### src/rtl/mp3_tag_ctrl_pkg.sv
// Shared types and default widths for the MP3 tag-store controller.
package mp3_tag_ctrl_pkg;

  localparam int DEF_TAG_WIDTH = 21;
  localparam int DEF_IDX_WIDTH = 5;
  localparam int STAT_W        = 16;

  typedef enum logic {
    INIT = 1'b0,
    RUN  = 1'b1
  } state_e;

endpackage

### src/rtl/mp3_tag_stats.sv
// Saturating hit/miss counters for the tag controller (built only with MP3_TAG_CTRL_STATS_EN).
module mp3_tag_stats
  import mp3_tag_ctrl_pkg::*;
#(
  parameter int CNT_W = STAT_W
) (
  input  logic             clk,
  input  logic             rst,
  input  logic             clr,
  input  logic             inc_hit,
  input  logic             inc_miss,
  output logic [CNT_W-1:0] stat_hits,
  output logic [CNT_W-1:0] stat_misses
);

  function automatic logic [CNT_W-1:0] sat_inc(input logic [CNT_W-1:0] cnt);
    return (cnt == {CNT_W{1'b1}}) ? cnt : cnt + 1'b1;
  endfunction

  always_ff @(posedge clk) begin
    if (rst || clr) begin
      stat_hits   <= '0;
      stat_misses <= '0;
    end else begin
      if (inc_hit)  stat_hits   <= sat_inc(stat_hits);
      if (inc_miss) stat_misses <= sat_inc(stat_misses);
    end
  end

endmodule

### src/rtl/mp3_tag_ctrl.sv
// Tag-store controller: clears a single-port tag SRAM after reset, then serves
// one write or lookup per cycle with a 2-cycle lookup latency.
// Optional hit/miss statistics are enabled by defining MP3_TAG_CTRL_STATS_EN.
module mp3_tag_ctrl
  import mp3_tag_ctrl_pkg::*;
#(
  parameter int TAG_WIDTH = DEF_TAG_WIDTH,
  parameter int IDX_WIDTH = DEF_IDX_WIDTH
) (
  input  logic                 clk,
  input  logic                 rst,
  input  logic                 req_valid,
  output logic                 req_ready,
  input  logic                 req_write,
  input  logic [IDX_WIDTH-1:0] req_idx,
  input  logic [TAG_WIDTH-1:0] req_tag,
  output logic                 resp_valid,
  output logic                 resp_hit,
  output logic [TAG_WIDTH-1:0] resp_tag,
  output logic                 init_done,
  output logic                 sram_csb0,
  output logic                 sram_web0,
  output logic [IDX_WIDTH-1:0] sram_addr0,
  output logic [TAG_WIDTH:0]   sram_din0,
  input  logic [TAG_WIDTH:0]   sram_dout0
`ifdef MP3_TAG_CTRL_STATS_EN
  ,
  output logic [STAT_W-1:0]    stat_hits,
  output logic [STAT_W-1:0]    stat_misses
`endif
);

  localparam logic [IDX_WIDTH-1:0] LAST_IDX = {IDX_WIDTH{1'b1}};

  state_e                 state_q, state_d;
  logic [IDX_WIDTH-1:0]   sweep_q, sweep_d;
  logic                   lookup_acc;
  logic                   vld_p0;
  logic [TAG_WIDTH-1:0]   tag_p0;

  // An entry only hits when its valid bit is set; a cleared entry never matches, even tag 0.
  function automatic logic tag_hit(input logic [TAG_WIDTH:0]   word,
                                   input logic [TAG_WIDTH-1:0] tag);
    return word[TAG_WIDTH] && (word[TAG_WIDTH-1:0] == tag);
  endfunction

  always_ff @(posedge clk) begin
    if (rst) begin
      state_q <= INIT;
      sweep_q <= '0;
    end else begin
      state_q <= state_d;
      sweep_q <= sweep_d;
    end
  end

  // While rst is high the SRAM port is parked so a held reset never writes.
  always_comb begin
    state_d    = state_q;
    sweep_d    = sweep_q;
    req_ready  = 1'b0;
    lookup_acc = 1'b0;
    sram_csb0  = 1'b1;
    sram_web0  = 1'b1;
    sram_addr0 = '0;
    sram_din0  = '0;
    if (!rst) begin
      case (state_q)
        INIT: begin
          sram_csb0  = 1'b0;
          sram_web0  = 1'b0;
          sram_addr0 = sweep_q;
          sram_din0  = '0;
          sweep_d    = sweep_q + 1'b1;
          if (sweep_q == LAST_IDX) state_d = RUN;
        end
        RUN: begin
          req_ready = 1'b1;
          if (req_valid) begin
            sram_csb0  = 1'b0;
            sram_addr0 = req_idx;
            if (req_write) begin
              sram_web0 = 1'b0;
              sram_din0 = {1'b1, req_tag};
            end else begin
              lookup_acc = 1'b1;
            end
          end
        end
        default: state_d = INIT;
      endcase
    end
  end

  assign init_done = (state_q == RUN) && !rst;

  // Stage p0: lookup issued, SRAM read in flight, compare tag held alongside.
  always_ff @(posedge clk) begin
    if (rst) vld_p0 <= 1'b0;
    else     vld_p0 <= lookup_acc;
  end

  always_ff @(posedge clk) begin
    if (lookup_acc) tag_p0 <= req_tag;
  end

  // Stage p1: SRAM word captured and compared; presented as the response.
  always_ff @(posedge clk) begin
    if (rst) begin
      resp_valid <= 1'b0;
      resp_hit   <= 1'b0;
      resp_tag   <= '0;
    end else begin
      resp_valid <= vld_p0;
      if (vld_p0) begin
        resp_hit <= tag_hit(sram_dout0, tag_p0);
        resp_tag <= sram_dout0[TAG_WIDTH-1:0];
      end
    end
  end

`ifdef MP3_TAG_CTRL_STATS_EN
  mp3_tag_stats #(
    .CNT_W (STAT_W)
  ) u_stats (
    .clk         (clk),
    .rst         (rst),
    .clr         (state_q == INIT),
    .inc_hit     (resp_valid && resp_hit),
    .inc_miss    (resp_valid && !resp_hit),
    .stat_hits   (stat_hits),
    .stat_misses (stat_misses)
  );
`endif

endmodule

### config.mk
export PLATFORM = sky130hd
export DESIGN_NAME = mp3_tag_ctrl
export DESIGN_NICKNAME = d
export VERILOG_FILES = /design/src/rtl/mp3_tag_ctrl_pkg.sv /design/src/rtl/mp3_tag_stats.sv /design/src/rtl/mp3_tag_ctrl.sv
export SDC_FILE = /design/constraint.sdc
export NUM_CORES = 1
export LEC_CHECK = 0
export BUFFER_PORTS_ARGS = -buffer_cell sky130_fd_sc_hd__buf_4
export CORE_MARGIN = 4
export CORE_UTILIZATION = 40
export DETAILED_ROUTE_END_ITERATION = 7
export PLACE_DENSITY_LB_ADDON = 0.08
export REMOVE_ABC_BUFFERS = 1
export SYNTH_ARGS = -nofsm -noshare
export SYNTH_HDL_FRONTEND = slang
export SYNTH_SLANG_ARGS = --single-unit
### constraint.sdc
create_clock -name clk -period 4.5 [get_ports clk]
set_clock_uncertainty 0.05 [all_clocks]
set_input_delay 1.125 -clock clk [delete_from_list [all_inputs] [get_ports clk]]
set_output_delay 1.125 -clock clk [all_outputs]
set_load 0.01 [all_outputs]
Yosys cells after proc, flatten, opt, wreduce, memory -nomap -nowiden
Cells that the tools add are included.
{"block": "op_classes", "n_shift": 0, "add_sub_neg": 1, "eq_ne": 2, "multipliers": 0, "order_cmp": 0, "mux": 21, "div": 0, "n_reduce_logical": 3, "n_bitwise": 1}
{"op": "$mux W22", "n": 3}
{"op": "$pmux W22 S2", "n": 1}
{"op": "$eq A21 B21 Y1", "n": 1}
{"op": "$mux W1", "n": 12}
{"op": "$mux W5", "n": 2}
{"op": "$pmux W5 S2", "n": 1}
{"op": "$add A5 B1 Y5 const B", "n": 1}
{"op": "$eq A5 B5 Y1 const B", "n": 1}
{"op": "$pmux W1 S2", "n": 2}
{"op": "$logic_and A1 B1 Y1", "n": 2}
{"op": "$logic_not A1 Y1", "n": 1}
{"op": "$not A1 Y1", "n": 1}
{"block": "totals", "register_bits": 51, "latchBits": 0, "ram_bits": 0, "input_bits": 52, "output_inout_bits": 54, "elab_cells": 35, "memories": 0, "rom_bits": 0}

Logic depth before layout (Yosys ltp)
Gate-level depths: netlist of the first run.
{"block": "logic_depth", "word_depth": 4, "ltp_mapped": 5}

Worst setup path after synthesis of the first run
OpenSTA, ideal clock, no wires.
{"block": "synth_path", "path_kind": "input port to output port", "start": "in rst", "end": "out sram_din0[10]", "path_slack_ns": 1.392, "n_path_buf": 2, "arrival_time_ns": 1.933, "stages": 5, "path_cell_list": "buf_2 -> nor2b_4 -> and3_4 -> buf_4 -> and2_1"}
{"block": "synth_via", "elab_chain_cells": 1}
{"item": "start, declared", "line_no": "mp3_tag_ctrl.sv:11", "source": "input logic rst,"}
{"item": "$mux W22", "line_no": "mp3_tag_ctrl.sv:67", "source": "if (!rst) begin"}
{"item": "end, declared", "line_no": "mp3_tag_ctrl.sv:24", "source": "output logic [TAG_WIDTH:0] sram_din0,"}
Every way passes these cells.

Worst setup path in the final report of the first run
{"block": "layout_path", "start": "in rst", "end": "out sram_din0[11]"}
Same word-level chain as after synthesis.

==> reports/qor.yml, run 1 <==
hold_buffers: 0
fin_ws_ns: 1.13
crit_start: "rst"
yosys_warnings: 0
finalNetCount: 351
drt_iter0_drc: 35
tritoncts: "built"
cap_violations: 0
post-route-util_pct: 60.1
p_leak_nw: 1.36
setup_tns_ns: 0
drc: 0
cp_max_fo: 34
via_count: 1682
fin_cells: 368
post_drt_wl_per_cell_um: 14.0
finalHoldViolCount: 0
io_buffer_count: 105
grt_pass1_wl_mm: 7.47
synth_top_cells_by_area: "edfxtp_1 29%, dfxtp_1 27%, mux2i_1 11%"
synth-main-ff-cell: "dfxtp_1"
status: "finished, final reports clean"
period_share_pct: 74.8
cts_num_sinks: 51
die_area_sq_mm: 0.00678
setup_violations: 0
min-delay-start: "resp_hit"
muxShareOfSynthArea_pct: 10.9
placed_cell_area_sq_mm: 0.00303
fmax_mhz: 297
track_usage_pct: 14.8
syn2layout_area_growth_pct: 42.2
die-height_um: 82.4
wirelength_mm: 5.16
min_path_type: "reg2reg"
fp.dieW_um: 82.4
cts_buffers: 5
worst-setup-path-type: "in2out"
path_delay_family: "simple AND/OR/NAND/NOR gates"
first_global_vias: 1595
syn_area_sq_mm: 0.00221
grt_overflow: 0
critPathMostFrequentCell: "buf_4"
avgViaCountPerCell: 4.57
synthXorXnorAreaFrac_pct: 9.11
finalPower_mw: 0.852
drive_above_1_share_pct: 38.9
clockRootBuffer: "clkbuf_8"
synth_top_family_by_area: "simple AND/OR/NAND/NOR gates"
synth_edf_count: 21
dpl.cell_count: 360
ys_types: 26
path_cells: "buf_4 > nor2b_4 > and3_4 > and2_1 > buf_4"
core_sq_mm: 0.00524
cts_max_path_buffers: 2
slew_violations: 0
worstSetupStartpointType: "primary input"
synthAdderAreaFrac_pct: 1.13
required_ns: 3.32
synth_common_cells: "30 x dfxtp_1, 29 x nor2_1, 24 x mux2i_1"
ant_nets: 0
worst_setup_path_end_kind: "output pin"
place_ws_ns: 1.11
synth_most_common_cell: "dfxtp_1"
hpwl_mm: 3.95
antenna_found_initial: 0
diodes: 0
synth-simple-area-share_pct: 17.9
holdWs_ns: 0.431
grt_max_degree: 35
clk_pin_slew_ns: 0.09
yosysTopAreaCell: "edfxtp_1"
num-fill-cells: 461
htreeDepth: 2
synth_top_area_share_pct: 28.5
async_reset_ff_share_pct: 0
grt_setup_unrepaired: "no"
synth-seq-area-share_pct: 55.7
slowest_delay_ns: 0.34
dr.pass1.iters: 4
crit_arrival_ns: 2.19
start_util_pct: 42.2
ctsResizeCount: 0
worst_pin_slew_ns: 1.01
postCtsSetupBuffers: 0
r2r_start: "state_q"
crit_slowest_cell: "and3_4"
p_per_area_mw_per_mm2: 271
boundaryPins: 106
ys_ff_latch: 51
place.gp.congestion: 0.683
syn_inst: 195
period_minus_slack_ns: 3.37
final_area_sq_mm: 0.00315
path_buf_inv: 2
clock_latency_ns: 0.29
syn_avg_cell_area_sq_um: 11.3
peakVddDrop_mv: 0.142
maxSlewHeadroom_pct: 32.9
num_rows: 26
synth_compound_area_share_pct: 1.98
per-layer routing:
layer	global-route usage (%)	routed length (um)
met5	0	0
met1	17.5	2130
met2	25.2	2520
met3	5.42	455
met4	3.99	54
tightest hold or removal path, delay by kind of cell, from the launching register on:
family | cells | cell delay, ns
flops | 1 | 0.32
buf+inv | 1 | 0.05
compound gates | 1 | 0.07
flip-flops by register name, summed over array words and instances, names as in the netlist:
register	count
vld_p0	1
sweep_q	5
state_q	1
resp_tag	21
resp_hit	1
tag_p0	21
resp_valid	1
cell usage in the layout, fill, tap and decap left out, drive strengths merged:
cell | synthesis | final
nor2b | 5 | 5
inv | 3 | 3
nor4 | 5 | 5
clkinv | 0 | 1
nand3 | 4 | 4
nand4 | 2 | 2
dfxtp | 30 | 30
nor2 | 29 | 29
a21o | 2 | 2
nor3 | 1 | 1
nand2b | 3 | 3
xnor2 | 2 | 2
mux2i | 24 | 24
o32ai | 1 | 1
clkbuf | 1 | 7
buf | 10 | 106
and3 | 4 | 4
ha | 2 | 2
xor2 | 21 | 21
and2 | 21 | 21
edfxtp | 21 | 21
a21oi | 4 | 4
final cells by class:
| cell class | count | area, sq um | area share, % |
|---|---|---|---|
| well taps | 70 | 87.6 | 2.78 |
| multi-input cells | 130 | 907 | 28.8 |
| clock buffers | 7 | 108 | 3.42 |
| inverters | 3 | 11.3 | 0.358 |
| repair buffers | 106 | 796 | 25.3 |
| clock inverters | 1 | 5.00 | 0.159 |
| flip-flops and latches | 51 | 1230 | 39.1 |
final timing paths:
check,end,cells after the start,slack [ns]
setup / recovery,sram_din0[11],5,1.13
hold reg to reg,resp_hit,2,0.43
hold / removal,resp_hit,2,0.43
setup reg to reg,tag_p0[5],2,2.25
power breakdown:
part	leakage, nW	internal [mW]	total [mW]	switching, mW
combinational	0.874	0.0405	0.0690	0.0285
sequential	0.431	0.482	0.484	0.00206
clock	0.0594	0.158	0.299	0.141
cells by family after synthesis:
group | after synthesis
mux | 24
fa+ha+maj | 2
xor+xnor | 23
flops | 51
compound gates | 7
buf+inv | 14
simple gates | 74
(Power assumes the default switching activity.)
==> inputs of run 2 (changes only) <==
Clock period 4.5 ns to 3.05 ns, I/O delays scaled along.
==> reports/qor.yml, run 2 (same netlist as run 1, synthesis figures left out) <==
cts_max_path_buffers: 2
grt_overflow: 0
finalHoldViolCount: 0
slowest_delay_ns: 0.33
worst_pin_slew_ns: 0.668
cts_num_sinks: 51
via_count: 1731
num-fill-cells: 444
combinationalPowerShare_pct: 8.4
crit_slowest_cell: "and3_4"
antenna_found_initial: 0
setup_tns_ns: 0
period_minus_slack_ns: 2.48
placed_cell_area_sq_mm: 0.00306
final_common_cell: "buf_4"
status: "finished, final reports clean"
pwr-share-clk_pct: 32.6
wl_met1_mm: 2.12
slew_violations: 0
ant_nets: 0
setup_violations: 0
grt_pass1_wl_mm: 7.81
track_usage_pct: 15.4
final_area_sq_mm: 0.00315
clockRootBuffer: "clkbuf_8"
peakVddDrop_mv: 0.200
switching_share_pct: 21.1
critPathMostFrequentCell: "buf_4"
crit_arrival_ns: 1.67
p_switching_mw: 0.256
fin_cells: 371
cap_violations: 0
required_ns: 2.24
worst-setup-path-type: "in2out"
place.gp.congestion: 0.680
drive_above_1_share_pct: 39.2
first_global_vias: 1676
ctsResizeCount: 0
io_buffer_count: 105
post-route-util_pct: 60.1
fp.dieW_um: 82.4
place_ws_ns: 0.552
multi_input_area_sq_um: 907
path_cells: "buf_4 > nor2b_4 > and3_4 > and2_1 > buf_4"
die_area_sq_mm: 0.00678
worst_setup_path_end_kind: "output pin"
cp_max_fo: 22
wl_met3_um: 418
grt_max_degree: 33
htreeDepth: 2
fin_ws_ns: 0.567
num_rows: 26
clk_pin_slew_ns: 0.09
regArea_sq_mm: 0.00123
intPower_mw: 0.956
dr.pass1.iters: 4
top_layer_used: "met4"
clock_latency_ns: 0.30
core_sq_mm: 0.00524
drt_iter0_drc: 62
hpwl_mm: 3.91
p_leak_nw: 1.37
layout_common_cells: "109 x buf_4, 30 x dfxtp_1, 29 x nor2_1"
path_delay_family: "simple AND/OR/NAND/NOR gates"
fmax_mhz: 403
wirelength_mm: 5.11
maxSlewHeadroom_pct: 55.4
holdWs_ns: 0.434
min_path_type: "reg2reg"
hold_buffers: 0
finalNetCount: 354
top_regs: "resp_tag: 21 flops, tag_p0: 21 flops, sweep_q: 5 flops"
finalPower_mw: 1.21
path_buf_inv: 2
drc: 0
tritoncts: "built"
pwr-share-seq_pct: 59.0
period_share_pct: 81.4
diodes: 0
p_per_area_mw_per_mm2: 385
post_drt_wl_per_cell_um: 13.8
postCtsSetupBuffers: 0
grt_setup_unrepaired: "no"
cts_buffers: 5
dpl.cell_count: 363
met2_length_mm: 2.51
worstSetupStartpointType: "primary input"
start_util_pct: 42.2
boundaryPins: 106
avgViaCountPerCell: 4.67
die-height_um: 82.4
syn2layout_area_growth_pct: 42.3
run 2: changes by cell type in the layout (fill, tap and decap cells not counted):
cell	before	now
buf_4	106	109
clkbuf_1	0	1
clkbuf_16	1	0
run 2: layer usage:
metal,up-vias,global-route usage (%)
li1,867,-
met1,798,18.4
met2,59,26.4
met3,7,4.66
met4,0,4.98
met5,-,0
run 2: final cells by class:
type / instances / share of cell area [%]
tap: 70 / 2.78
timing repair buffer: 109 / 26.0
clock buffer: 7 / 2.74
sequential: 51 / 39.1
inverter: 3 / 0.358
clock inverter: 1 / 0.159
multi-input combinational: 130 / 28.8
run 2: worst register-to-register path, delay by kind of cell (launching register included):
family                 cells  cell delay (ns)
flip-flops                 1             0.76
buffers and inverters      1             0.37
multiplexers               1             0.23
AND/OR/NAND/NOR            1             0.05
run 2: worst paths after layout:
check	from	end	slack, ns	cells after the start
max reg2reg	vld_p0	resp_tag[20]	1.49	3
max	rst	sram_din0[11]	0.57	5
min reg2reg	resp_hit	resp_hit	0.43	2
min	resp_hit	resp_hit	0.43	2
run 2: power groups by stage:
stage / logic, mW / clock network [mW] / registers, mW
floorplan: 0.0247 / 0 / 0.730
global placement: 0.102 / 0 / 0.731
detailed placement: 0.103 / 0 / 0.731
CTS: 0.104 / 0.404 / 0.715
global route: 0.113 / 0.431 / 0.715
finish: 0.102 / 0.395 / 0.715
==> inputs of run 3 (changes only) <==
Clock period 3.05 ns to 2.56 ns, I/O delays scaled along.
==> reports/qor.yml, run 3 (same netlist as run 1, synthesis figures left out) <==
hpwl_mm: 3.87
period_share_pct: 87.2
postCtsSetupBuffers: 0
layout_common_cells: "108 x buf_4, 30 x dfxtp_1, 29 x nor2_1"
worstSetupStartpointType: "primary input"
grt_max_degree: 33
boundaryPins: 106
finalHoldViolCount: 0
hold_end: "resp_hit"
grt_setup_unrepaired: "no"
via_count: 1703
syn2layout_area_growth_pct: 42.8
ctsResizeCount: 0
io_buffer_count: 105
cts_num_sinks: 51
core_sq_mm: 0.00524
setup_tns_ns: 0
p_per_area_mw_per_mm2: 451
r2r_slack_ns: 1.10
hold_buffers: 0
clk_pin_slew_ns: 0.08
grt_overflow: 0
die_area_sq_mm: 0.00678
finalNetCount: 354
path_delay_family: "simple AND/OR/NAND/NOR gates"
fp.dieW_um: 82.4
worst-setup-path-type: "in2out"
required_ns: 1.87
path_buf_inv: 2
cap_violations: 0
grt_pass1_wl_mm: 7.51
post_drt_wl_per_cell_um: 13.5
cts_max_path_buffers: 2
ant_nets: 0
dr.pass1.iters: 4
drive_above_1_share_pct: 38.9
setup_violations: 0
slew_violations: 0
path_cells: "buf_4 > nor2b_4 > and3_4 > and2_1 > buf_4"
top_regs: "resp_tag: 21 flops, tag_p0: 21 flops, sweep_q: 5 flops"
antenna_found_initial: 0
status: "finished, final reports clean"
min-delay-start: "resp_hit"
diodes: 0
fmax_mhz: 448
place.gp.congestion: 0.689
cp_max_fo: 22
placed_cell_area_sq_mm: 0.00307
worst_setup_path_end_kind: "output pin"
fin_cells: 371
maxSlewHeadroom_pct: 51.8
drc: 0
rr_endpoint: "resp_tag[1]"
crit_arrival_ns: 1.54
holdPathStages: 2
first_global_vias: 1620
clock_latency_ns: 0.29
clockRootBuffer: "clkbuf_8"
worst_pin_slew_ns: 0.722
critPathMostFrequentCell: "buf_4"
drt_iter0_drc: 74
period_minus_slack_ns: 2.23
p_leak_nw: 1.37
post-route-util_pct: 60.3
dpl.cell_count: 363
start_util_pct: 42.2
r2r_start: "vld_p0"
final_common_cell: "buf_4"
htreeDepth: 2
wirelength_mm: 5.01
tritoncts: "built"
slowest_delay_ns: 0.34
min_path_type: "reg2reg"
cts_buffers: 5
num_rows: 26
peakVddDrop_mv: 0.554
track_usage_pct: 14.7
final_area_sq_mm: 0.00316
crit_slowest_cell: "and3_4"
avgViaCountPerCell: 4.59
die-height_um: 82.4
reg2reg_depth: 3
run 3: changes by cell type in the layout (fill, tap and decap cells not counted):
cell / change
buf_4: -1
clkinv_2: -1
buf_12: +1
clkinv_1: +1
run 3: stage by stage:
stage	hold slack, ns	power, mW	setup slack (ns)
floorplan	0.438	0.899	0.515
finish	0.438	1.42	0.329
global route	0.456	1.50	0.263
global placement	0.414	0.993	0.327
CTS	0.439	1.45	0.315
detailed placement	0.425	0.994	0.320
run 3: power breakdown:
| part | total (mW) | switching (mW) | leakage (nW) | internal (mW) |
|---|---|---|---|---|
| Clock | 0.450 | 0.233 | 0.0459 | 0.217 |
| Sequential | 0.852 | 0.00369 | 0.431 | 0.848 |
| Combinational | 0.122 | 0.0494 | 0.892 | 0.0722 |
run 3: final cells by class:
type,count,area (sq um)
clock buffers,7,86.3
clock inverters,1,3.75
fillers,479,2080
inverters,3,11.3
multi-input cells,130,907
flip-flops and latches,51,1230
well taps,70,87.6
repair buffers,109,831
run 3: how the worst max path moves through the flow:
stage | cells after the start | end | startpoint | slack [ns]
CTS | 5 | sram_din0[11] | rst | 0.31
detailed placement | 5 | sram_din0[11] | rst | 0.32
global route | 5 | sram_din0[11] | rst | 0.26
finish | 5 | sram_din0[11] | rst | 0.33
global placement | 5 | sram_din0[11] | rst | 0.33
floorplan | 3 | sram_din0[0] | state_q | 0.52
run 3: tightest hold or removal path: stages (launching register included):
cell and delay, ns:
dfxtp_1 0.32, inv_1 0.05, o32ai_1 0.07
run 3: metal layers:
metal / GRT usage, % / routed length (um) / vias to the layer above
met1: 18.2 / 2090 / 780
met2: 24.7 / 2480 / 57
met4: 2.99 / 19 / 0
met3: 5.10 / 421 / 2
met5: 0 / 0 / -
li1: - / - / 864
